File: config.mk
export PLATFORM = sky130hd
export DESIGN_NAME = hazard_ctrl
export DESIGN_NICKNAME = d
export VERILOG_FILES = /design/src/rtl/hazard_ctrl_pkg.sv /design/src/rtl/hazard_ctrl_sat_counter.sv /design/src/rtl/hazard_ctrl.sv
export SDC_FILE = /design/constraint.sdc
export NUM_CORES = 1
export LEC_CHECK = 0
export CAP_MARGIN = 20
export CELL_PAD_IN_SITES_DETAIL_PLACEMENT = 0
export CELL_PAD_IN_SITES_GLOBAL_PLACEMENT = 1
export CORE_AREA = 2 2 96 98
export CTS_CLUSTER_SIZE = 25
export DETAILED_ROUTE_END_ITERATION = 8
export DIE_AREA = 0 0 98 100
export GPL_ROUTABILITY_DRIVEN = 1
export PLACE_DENSITY_LB_ADDON = 0.1
export SLEW_MARGIN = 20
export SYNTH_ARGS = -nofsm -noshare
export SYNTH_HDL_FRONTEND = slang
export SYNTH_SLANG_ARGS = --single-unit
export TNS_END_PERCENT = 1
File: constraint.sdc
create_clock -name clkHZ -period 2.24 [get_ports clkHZ]
set_input_delay 0.224 -clock clkHZ [delete_from_list [all_inputs] [get_ports clkHZ]]
set_output_delay 0.224 -clock clkHZ [all_outputs]
set_load 0.01 [all_outputs]
File: src/rtl/hazard_ctrl_pkg.sv
// Shared definitions for the pipeline hazard/stall controller: FSM state
// encoding, ID/EX Mem1 bit positions, default widths and the load-use
// match helper.
package hazard_ctrl_pkg;

  // Controller state: normal run, one-cycle post-branch squash, memory hold
  typedef enum logic [1:0] {
    RUN     = 2'd0,
    FLUSH   = 2'd1,
    MEMHOLD = 2'd2
  } hz_state_e;

  // Bit positions inside the ID/EX Mem1 control field
  localparam int MEM_WRITE = 0;
  localparam int MEM_READ  = 1;
  localparam int BRANCH    = 2;

  // Default widths / limits
  localparam int CNT_W_DEFAULT       = 16;
  localparam int MEM_TIMEOUT_DEFAULT = 64;

  // A load in EX whose destination is read by the instruction in ID.
  // Register 0 is hard-wired, so it never creates a dependency.
  function automatic logic load_use_match(
    input logic       mem_read,
    input logic [4:0] ex_rt,
    input logic [4:0] id_rs,
    input logic [4:0] id_rt,
    input logic       uses_rt
  );
    return mem_read && (ex_rt != 5'd0) &&
           ((ex_rt == id_rs) || (uses_rt && (ex_rt == id_rt)));
  endfunction

endpackage

File: src/rtl/hazard_ctrl_sat_counter.sv
// Saturating up-counter with synchronous clear and synchronous
// active-low reset. Clear wins over increment in the same cycle.
module sat_counter
  import hazard_ctrl_pkg::*;
#(
  parameter int CNT_W = CNT_W_DEFAULT
) (
  input  logic             clk,
  input  logic             rst_n,
  input  logic             inc,
  input  logic             clr,
  output logic [CNT_W-1:0] cnt
);

  logic [CNT_W-1:0] cnt_d;
  logic [CNT_W-1:0] cnt_q;

  // Next count: clear first, then saturating increment, else hold
  always_comb begin
    cnt_d = cnt_q;
    if (clr) begin
      cnt_d = {CNT_W{1'b0}};
    end else if (inc && (cnt_q != {CNT_W{1'b1}})) begin
      cnt_d = cnt_q + {{(CNT_W-1){1'b0}}, 1'b1};
    end else begin
      cnt_d = cnt_q;
    end
  end

  // Count register with synchronous active-low reset
  always_ff @(posedge clk) begin
    if (!rst_n) begin
      cnt_q <= {CNT_W{1'b0}};
    end else begin
      cnt_q <= cnt_d;
    end
  end

  assign cnt = cnt_q;

endmodule

File: src/rtl/hazard_ctrl.sv
// Pipeline hazard and stall controller for the 5-stage MIPS datapath.
// Stage-control outputs are decoded combinationally from the registered
// state and the live inputs; state, busy timer, memErr and the event
// counters are registered.
module hazard_ctrl
  import hazard_ctrl_pkg::*;
#(
  parameter int CNT_W       = CNT_W_DEFAULT,
  parameter int MEM_TIMEOUT = MEM_TIMEOUT_DEFAULT
) (
  input  logic             clkHZ,
  input  logic             rstnHZ,
  input  logic             exMemRead,
  input  logic [4:0]       exRt,
  input  logic [4:0]       idRs,
  input  logic [4:0]       idRt,
  input  logic             idUsesRt,
  input  logic             branchTaken,
  input  logic             memBusy,
  input  logic             cntClr,
  output logic             pcWrite,
  output logic             ifidWrite,
  output logic             ifidFlush,
  output logic             idexWrite,
  output logic             idexBubble,
  output logic             exmemWrite,
  output logic             exmemFlush,
  output logic [CNT_W-1:0] loadUseCnt,
  output logic [CNT_W-1:0] flushCnt,
  output logic [CNT_W-1:0] memStallCnt,
  output logic             memErr
);

  // Busy timer only has to reach MEM_TIMEOUT, then it saturates there
  localparam int                TMR_W   = $clog2(MEM_TIMEOUT + 1);
  localparam logic [TMR_W-1:0]  TMO_VAL = TMR_W'(MEM_TIMEOUT);
  localparam logic [TMR_W-1:0]  TMR_ONE = TMR_W'(1);
  localparam logic [TMR_W-1:0]  TMR_ZERO = TMR_W'(0);

  hz_state_e        state_d;
  hz_state_e        state_q;
  hz_state_e        state_cur_s;
  logic [TMR_W-1:0] timer_d;
  logic [TMR_W-1:0] timer_q;
  logic             mem_err_d;
  logic             mem_err_q;

  logic             lu_enable_s;
  logic             lu_hit_s;
  logic             inc_load_use_s;
  logic             inc_flush_s;
  logic             inc_mem_stall_s;

  // Effective state: while reset is held the controls decode as in RUN
  always_comb begin
    state_cur_s = RUN;
    if (rstnHZ) begin
      state_cur_s = state_q;
    end else begin
      state_cur_s = RUN;
    end
  end

  // Load-use detection is masked while ID holds a squashed NOP
  always_comb begin
    lu_enable_s = 1'b1;
    case (state_cur_s)
      RUN:     lu_enable_s = 1'b1;
      MEMHOLD: lu_enable_s = 1'b1;
      FLUSH:   lu_enable_s = 1'b0;
      default: lu_enable_s = 1'b1;
    endcase
    lu_hit_s = lu_enable_s &&
               load_use_match(exMemRead, exRt, idRs, idRt, idUsesRt);
  end

  // Prioritised stage controls and next state: memBusy > branch > load-use
  always_comb begin
    pcWrite         = 1'b1;
    ifidWrite       = 1'b1;
    ifidFlush       = 1'b0;
    idexWrite       = 1'b1;
    idexBubble      = 1'b0;
    exmemWrite      = 1'b1;
    exmemFlush      = 1'b0;
    state_d         = RUN;
    inc_load_use_s  = 1'b0;
    inc_flush_s     = 1'b0;
    inc_mem_stall_s = 1'b0;
    if (memBusy) begin
      // Freeze the whole front end; a taken branch waits in EX/MEM
      pcWrite         = 1'b0;
      ifidWrite       = 1'b0;
      idexWrite       = 1'b0;
      exmemWrite      = 1'b0;
      state_d         = MEMHOLD;
      inc_mem_stall_s = 1'b1;
    end else if (branchTaken) begin
      // PC loads the target, younger instructions are squashed
      ifidFlush   = 1'b1;
      idexBubble  = 1'b1;
      exmemFlush  = 1'b1;
      state_d     = FLUSH;
      inc_flush_s = 1'b1;
    end else if (lu_hit_s) begin
      // Hold PC and IF/ID, inject one bubble behind the load
      pcWrite        = 1'b0;
      ifidWrite      = 1'b0;
      idexBubble     = 1'b1;
      state_d        = RUN;
      inc_load_use_s = 1'b1;
    end else begin
      state_d = RUN;
    end
  end

  // Busy timer saturates at MEM_TIMEOUT; memErr is sticky until reset
  always_comb begin
    timer_d   = timer_q;
    mem_err_d = mem_err_q;
    if (memBusy) begin
      if (timer_q == TMO_VAL) begin
        timer_d = timer_q;
      end else begin
        timer_d = timer_q + TMR_ONE;
      end
      if (timer_d == TMO_VAL) begin
        mem_err_d = 1'b1;
      end else begin
        mem_err_d = mem_err_q;
      end
    end else begin
      timer_d   = TMR_ZERO;
      mem_err_d = mem_err_q;
    end
  end

  // State, timer and error flag with synchronous active-low reset
  always_ff @(posedge clkHZ) begin
    if (!rstnHZ) begin
      state_q   <= RUN;
      timer_q   <= TMR_ZERO;
      mem_err_q <= 1'b0;
    end else begin
      state_q   <= state_d;
      timer_q   <= timer_d;
      mem_err_q <= mem_err_d;
    end
  end

  assign memErr = mem_err_q;

  sat_counter #(.CNT_W(CNT_W)) u_load_use_cnt (
    .clk   (clkHZ),
    .rst_n (rstnHZ),
    .inc   (inc_load_use_s),
    .clr   (cntClr),
    .cnt   (loadUseCnt)
  );

  sat_counter #(.CNT_W(CNT_W)) u_flush_cnt (
    .clk   (clkHZ),
    .rst_n (rstnHZ),
    .inc   (inc_flush_s),
    .clr   (cntClr),
    .cnt   (flushCnt)
  );

  sat_counter #(.CNT_W(CNT_W)) u_mem_stall_cnt (
    .clk   (clkHZ),
    .rst_n (rstnHZ),
    .inc   (inc_mem_stall_s),
    .clr   (cntClr),
    .cnt   (memStallCnt)
  );

endmodule

Yosys cells after proc, flatten, opt, wreduce, memory -nomap -nowiden
Index checks and enable logic that the tools add are counted.
{"block": "word_totals", "register_bits": 58, "inputBits": 22}
{"block": "op_classes", "n_addsub": 4, "eq_ne": 8, "mux": 18, "n_bitwise": 1, "reduce_logical": 13}
{"cell": "$add A16 B1 Y16 const B", "n": 3}
{"cell": "$ne A16 B16 Y1 const B", "n": 3}
{"cell": "$eq A7 B7 Y1 const B", "n": 2}
{"cell": "$mux W1", "n": 14}
{"cell": "$mux W7", "n": 2}
{"cell": "$eq A5 B5 Y1", "n": 2}
{"cell": "$add A7 B1 Y7 const B", "n": 1}
{"cell": "$logic_and A1 B1 Y1", "n": 7}
{"cell": "$reduce_bool A5 Y1", "n": 1}
{"cell": "$mux W2", "n": 2}
{"cell": "$reduce_and A2 Y1", "n": 2}
{"cell": "$reduce_or A2 Y1", "n": 2}
{"cell": "$eq A2 B1 Y1 const B", "n": 1}
{"cell": "$logic_or A1 B1 Y1", "n": 1}
{"cell": "$not A1 Y1", "n": 1}

Logic depth before layout (Yosys ltp)
{"block": "logic_depth", "depth_word": 9, "ltp_mapped": 8, "mapped_depth_nobuf": 6}

Hierarchy
Synthesis repeated with hierarchy kept, for this count alone.
{"block": "unflattened", "hier_cells": 351, "area_unflattened_um2": 3248.1}
{"mod": "sat_counter", "n_inst": 3, "cells_each": 91, "area_per_inst_um2": 864.6}
{"mod": "hazard_ctrl", "n_inst": 1, "cells_each": 78, "area_per_inst_um2": 654.4}

Least setup slack after synthesis
Ideal clock, no wire load.
{"block": "synth_path", "path_type": "input to output", "from": "input exRt[2]", "to": "output pcWrite", "arrival_ns": 1.585, "t_required_ns": 2.016, "path_slack_ns": 0.431, "stages": 8, "path_buffers": 3, "cell_sequence": "xor2_1 nor4_2 a32oi_1 buf_2 buf_2 nor3_1 nor2_1 buf_4"}
{"block": "synth_between", "elab_chain_len": 8, "elab_cells_between_ends": 11, "cone_classes": "eq/ne (2); mux (3); reduce/logical (6)"}
{"item": "start: declaration", "line": "hazard_ctrl.sv:14", "rtl": "input logic [4:0] exRt,"}
{"item": "$eq A5 B5 Y1", "line": "hazard_ctrl_pkg.sv:32", "rtl": "((ex_rt == id_rs) || (uses_rt && (ex_rt == id_rt)));"}
{"item": "$logic_and A1 B1 Y1", "line": "hazard_ctrl_pkg.sv:32"}
{"item": "$logic_or A1 B1 Y1", "line": "hazard_ctrl_pkg.sv:32"}
{"item": "$logic_and A1 B1 Y1 *", "line": "hazard_ctrl_pkg.sv:31", "rtl": "return mem_read && (ex_rt != 5'd0) &&"}
{"item": "$logic_and A1 B1 Y1 *", "line": "hazard_ctrl.sv:73", "rtl": "lu_hit_s = lu_enable_s &&"}
{"item": "$mux W1 * (3 in a row)"}
{"item": "end: declaration", "line": "hazard_ctrl.sv:21", "rtl": "output logic pcWrite,"}
Mark *: on every way between the ends. The rest lies on a longest branch, timed or not.

Worst setup path in the final report
{"block": "layout_path", "from": "input exRt[3]", "to": "output ifidWrite"}
{"block": "layout_between", "elab_chain_len": 8, "elab_cells_between_ends": 11, "cone_classes": "eq/ne (2); mux (3); reduce/logical (6)"}
{"item": "$eq A5 B5 Y1", "line": "hazard_ctrl_pkg.sv:32"}
{"item": "$logic_and A1 B1 Y1", "line": "hazard_ctrl_pkg.sv:32"}
{"item": "$logic_or A1 B1 Y1", "line": "hazard_ctrl_pkg.sv:32"}
{"item": "$logic_and A1 B1 Y1 *", "line": "hazard_ctrl_pkg.sv:31"}
{"item": "$logic_and A1 B1 Y1 *", "line": "hazard_ctrl.sv:73"}
{"item": "$mux W1 *", "line": "hazard_ctrl.sv:105", "rtl": "end else if (lu_hit_s) begin"}
{"item": "$mux W1 *", "line": "hazard_ctrl.sv:98", "rtl": "end else if (branchTaken) begin"}
{"item": "$mux W1 *", "line": "hazard_ctrl.sv:90", "rtl": "if (memBusy) begin"}
{"item": "end: declaration", "line": "hazard_ctrl.sv:22", "rtl": "output logic ifidWrite,"}
Marked as above.

==> results.toml <==
[power_and_ir_drop]
switchingPower_w = 0.0005150
power.internal_w = 0.001623
power_switching_share = 0.2409
pwr-share-comb = 0.086
peakVddDrop_mv = 0.2846
leakagePower_nw = 1.454
p_clk_frac = 0.426
power_density_nw_per_um2 = 497.0
seqPwrFrac = 0.488

[timing]
drv_slew = 0
relSlewSlack = 0.6865
finalClockSkew_ns = 0.006519
setup-violations-final = 0
timing.fmax_mhz = 456.9
period_minus_slack_ns = 2.189
hold_viol_final = 0
worst_pin_slew_ns = 0.4654
period_share = 0.9771
fin_setup_tns_ns = 0
timing.final.ws_setup_ns = 0.05132
rsz0062_at_grt = "true"

[flow_run]
maxCapViolations = 0

[logic_synthesis]
yosysSeqAreaShare = 0.3742
async_flop_share = 0
synth.avg_cell_area_um2 = 8.319
synth_ff_type = "dfxtp_1"
synth_edf_count = 0
netlist_area_um2 = 3103
yosys_register_bits = 58
synthCells = 373
syn_nets = 400
synth_cell_types = 43
synth_warnings = 0

[global_route]
antenna_found_initial = 0
grt_pass1_wl_mm = 13.54
grtUsageTotal = 0.1690
overflow = 0
grt_pass1_vias = 2817
grt_max_degree = 32

[clock_network]
clock_sinks = 58
h-tree-depth = 3
numCtsBuffers = 9
clk_path_buf_depth = 2
path_clk_slew_ns = 0.07
cts_root_buffer = "clkbuf_8"
insertion_delay_ns = 0.34
cts_tree = "built"

[finish]
multi_input_area_um2 = 1839
fin_cells = 584
antenna_cells = 0
fill_cells = 868
nets = 495
drive_above_1_share = 0.1036
register_area_um2 = 1161
post-route-util = 0.4839
layout-area-overhead-vs-synth_pct = 38.63
stdcell_area_um2 = 4302

[critical_path]
critPathKind = "input port to primary output"
worstSetupEndpointType = "primary output"
crit_arrival_ns = 1.96
startpoint_type = "input port"
cp_max_fo = 2
r2r_setup_slack_ns = 0.34
required_ns = 2.02

[routing]
post_drt_wl_per_cell_um = 13.93
vias_per_cell = 5.115
antenna_left = 0
drt-pass1-iter-count = 4
drc = 0
drt_wl_total_mm = 8.136
vias = 2987
drtIter0Drc = 70

[run_status]
status = "completed"

[die]
coreArea_um2 = 8890
die_y_um = 100
die_area_um2 = 9800
die_w_um = 98
std_cell_rows = 35
io_pins = 78
initial_core_util = 0.3490

[min_path]
holdCritPathClass = "register to register"

[placed_design]
dp.cells = 563
placed_area_um2 = 4084
gpl.final_weighted_congestion = 0.8077
place_ws_ns = -0.3955
hpwl_mm = 5.785
port-buffer-count = 77
synth_stat cells (2+ instances only):
master    count  area share
nand3_1      23       0.037
dfxtp_1      58        0.37
and2_1        3      0.0060
xnor2_1      17       0.048
inv_1         6      0.0073
clkbuf_1      9       0.011
buf_4         5       0.012
nor2b_1       3      0.0060
nand2_1      27       0.033
o31ai_1       7       0.017
nor3_1        8       0.013
buf_2         4      0.0065
o211ai_1      7       0.017
a21oi_1      14       0.023
nand4_1      15       0.030
nor4_1       10       0.020
ha_1          5       0.020
nand2b_1      3      0.0060
mux2i_1       2      0.0065
xor2_1       27       0.076
nor4b_1       3      0.0085
nand3b_1      2      0.0048
nand4b_1      5       0.014
or4_1         8       0.019
or3_1         8       0.016
nor2_1       48       0.058
and4_1        7       0.020
o211a_1       2      0.0065
o21ai_0      16       0.026
and3_1        8       0.016
worst paths after layout:
path	from	end	cells past startpoint
worst max register to register	u_load_use_cnt.cnt[0]$_SDFFE_PP0P_	u_load_use_cnt.cnt[14]$_SDFFE_PP0P_	5
worst min register to register	memErr$_SDFFE_PN0P_	memErr$_SDFFE_PN0P_	2
worst min-delay path	memErr$_SDFFE_PN0P_	memErr$_SDFFE_PN0P_	2
worst max-delay path	exRt[3]	ifidWrite	8
cell type report:
cell class                      count  share of cell area
Inverter                            6            0.005236
Multi-Input combinational cell    291              0.4276
Clock inverter                      2            0.002327
Sequential cell                    58              0.2699
Tap cell                          111             0.03229
Timing Repair Buffer              102              0.2225
Clock buffer                       14             0.04014
layout by cell type, fill, tap and decap left out, drive strengths merged, types with 14 or more instances in the layout:
master         instances
clkdlybuf4s50         72
buf                   26
nor2                  48
dfxtp                 58
nand3                 23
o21ai                 16
xnor2                 17
a21oi                 14
xor2                  27
nand4                 15
nand2                 27
clkbuf                15
power by group through the flow:
stage | logic (W) | clock network (W) | registers (W)
after global placement | 0.000180 | 0 | 0.00107
after detailed placement | 0.000180 | 0 | 0.00107
after CTS | 0.000188 | 0.000942 | 0.00104
after global routing | 0.000204 | 0.000981 | 0.00104
after floorplan | 0.0000796 | 0 | 0.00107
final | 0.000185 | 0.000910 | 0.00104
stage by stage:
| step | hold WS (ns) | total power [W] |
|---|---|---|
| after floorplan | 0.3313 | 0.001145 |
| after global placement | 0.4516 | 0.001246 |
| after detailed placement | 0.4442 | 0.001247 |
| after CTS | 0.4663 | 0.002173 |
| after global routing | 0.5039 | 0.002227 |
| final | 0.4770 | 0.002138 |
critical path, stage by stage:
cell             delay, ns
clkdlybuf4s50_1       0.42
or4_4                 0.49
o211ai_1              0.25
nor3_1                0.07
nor2_1                0.16
buf_4                 0.13
buf_4                 0.09
buf_2                 0.12
flip-flops by register name, indices dropped and copies added (netlist names):
register             flops
u_flush_cnt.cnt         16
u_load_use_cnt.cnt      16
u_mem_stall_cnt.cnt     16
timer_q                  7
state_q                  2
memErr                   1
logic make-up after synthesis:
logic type                 after synthesis  share of synthesized area
muxes                                    2                   0.006452
AOI/OAI and AO/OA                       51                     0.1016
adders and majority gates                5                    0.02016
and+or+nand+nor                        189                     0.3367
xor gates and xnor gates                44                     0.1242
DFF                                     58                     0.3742
buffers and inverters                   24                    0.03669
routing by layer:
| metal | GRT usage | vias up | wire length (µm) |
|---|---|---|---|
| li1 | - | 1536 | - |
| met1 | 0.2192 | 1392 | 3925 |
| met2 | 0.2729 | 48 | 3731 |
| met3 | 0.04526 | 11 | 338 |
| met4 | 0.05876 | 0 | 141 |
| met5 | 0 | - | 0 |
repair_timing:
item / CTS / global route
hold buffers: 0 / 0
setup endpoints to repair: 3 / 3
pin swaps: 5 / 2
gates resized for setup: 11 / 1
setup buffers: 5 / 0
Power figures use the tool's default switching activity.
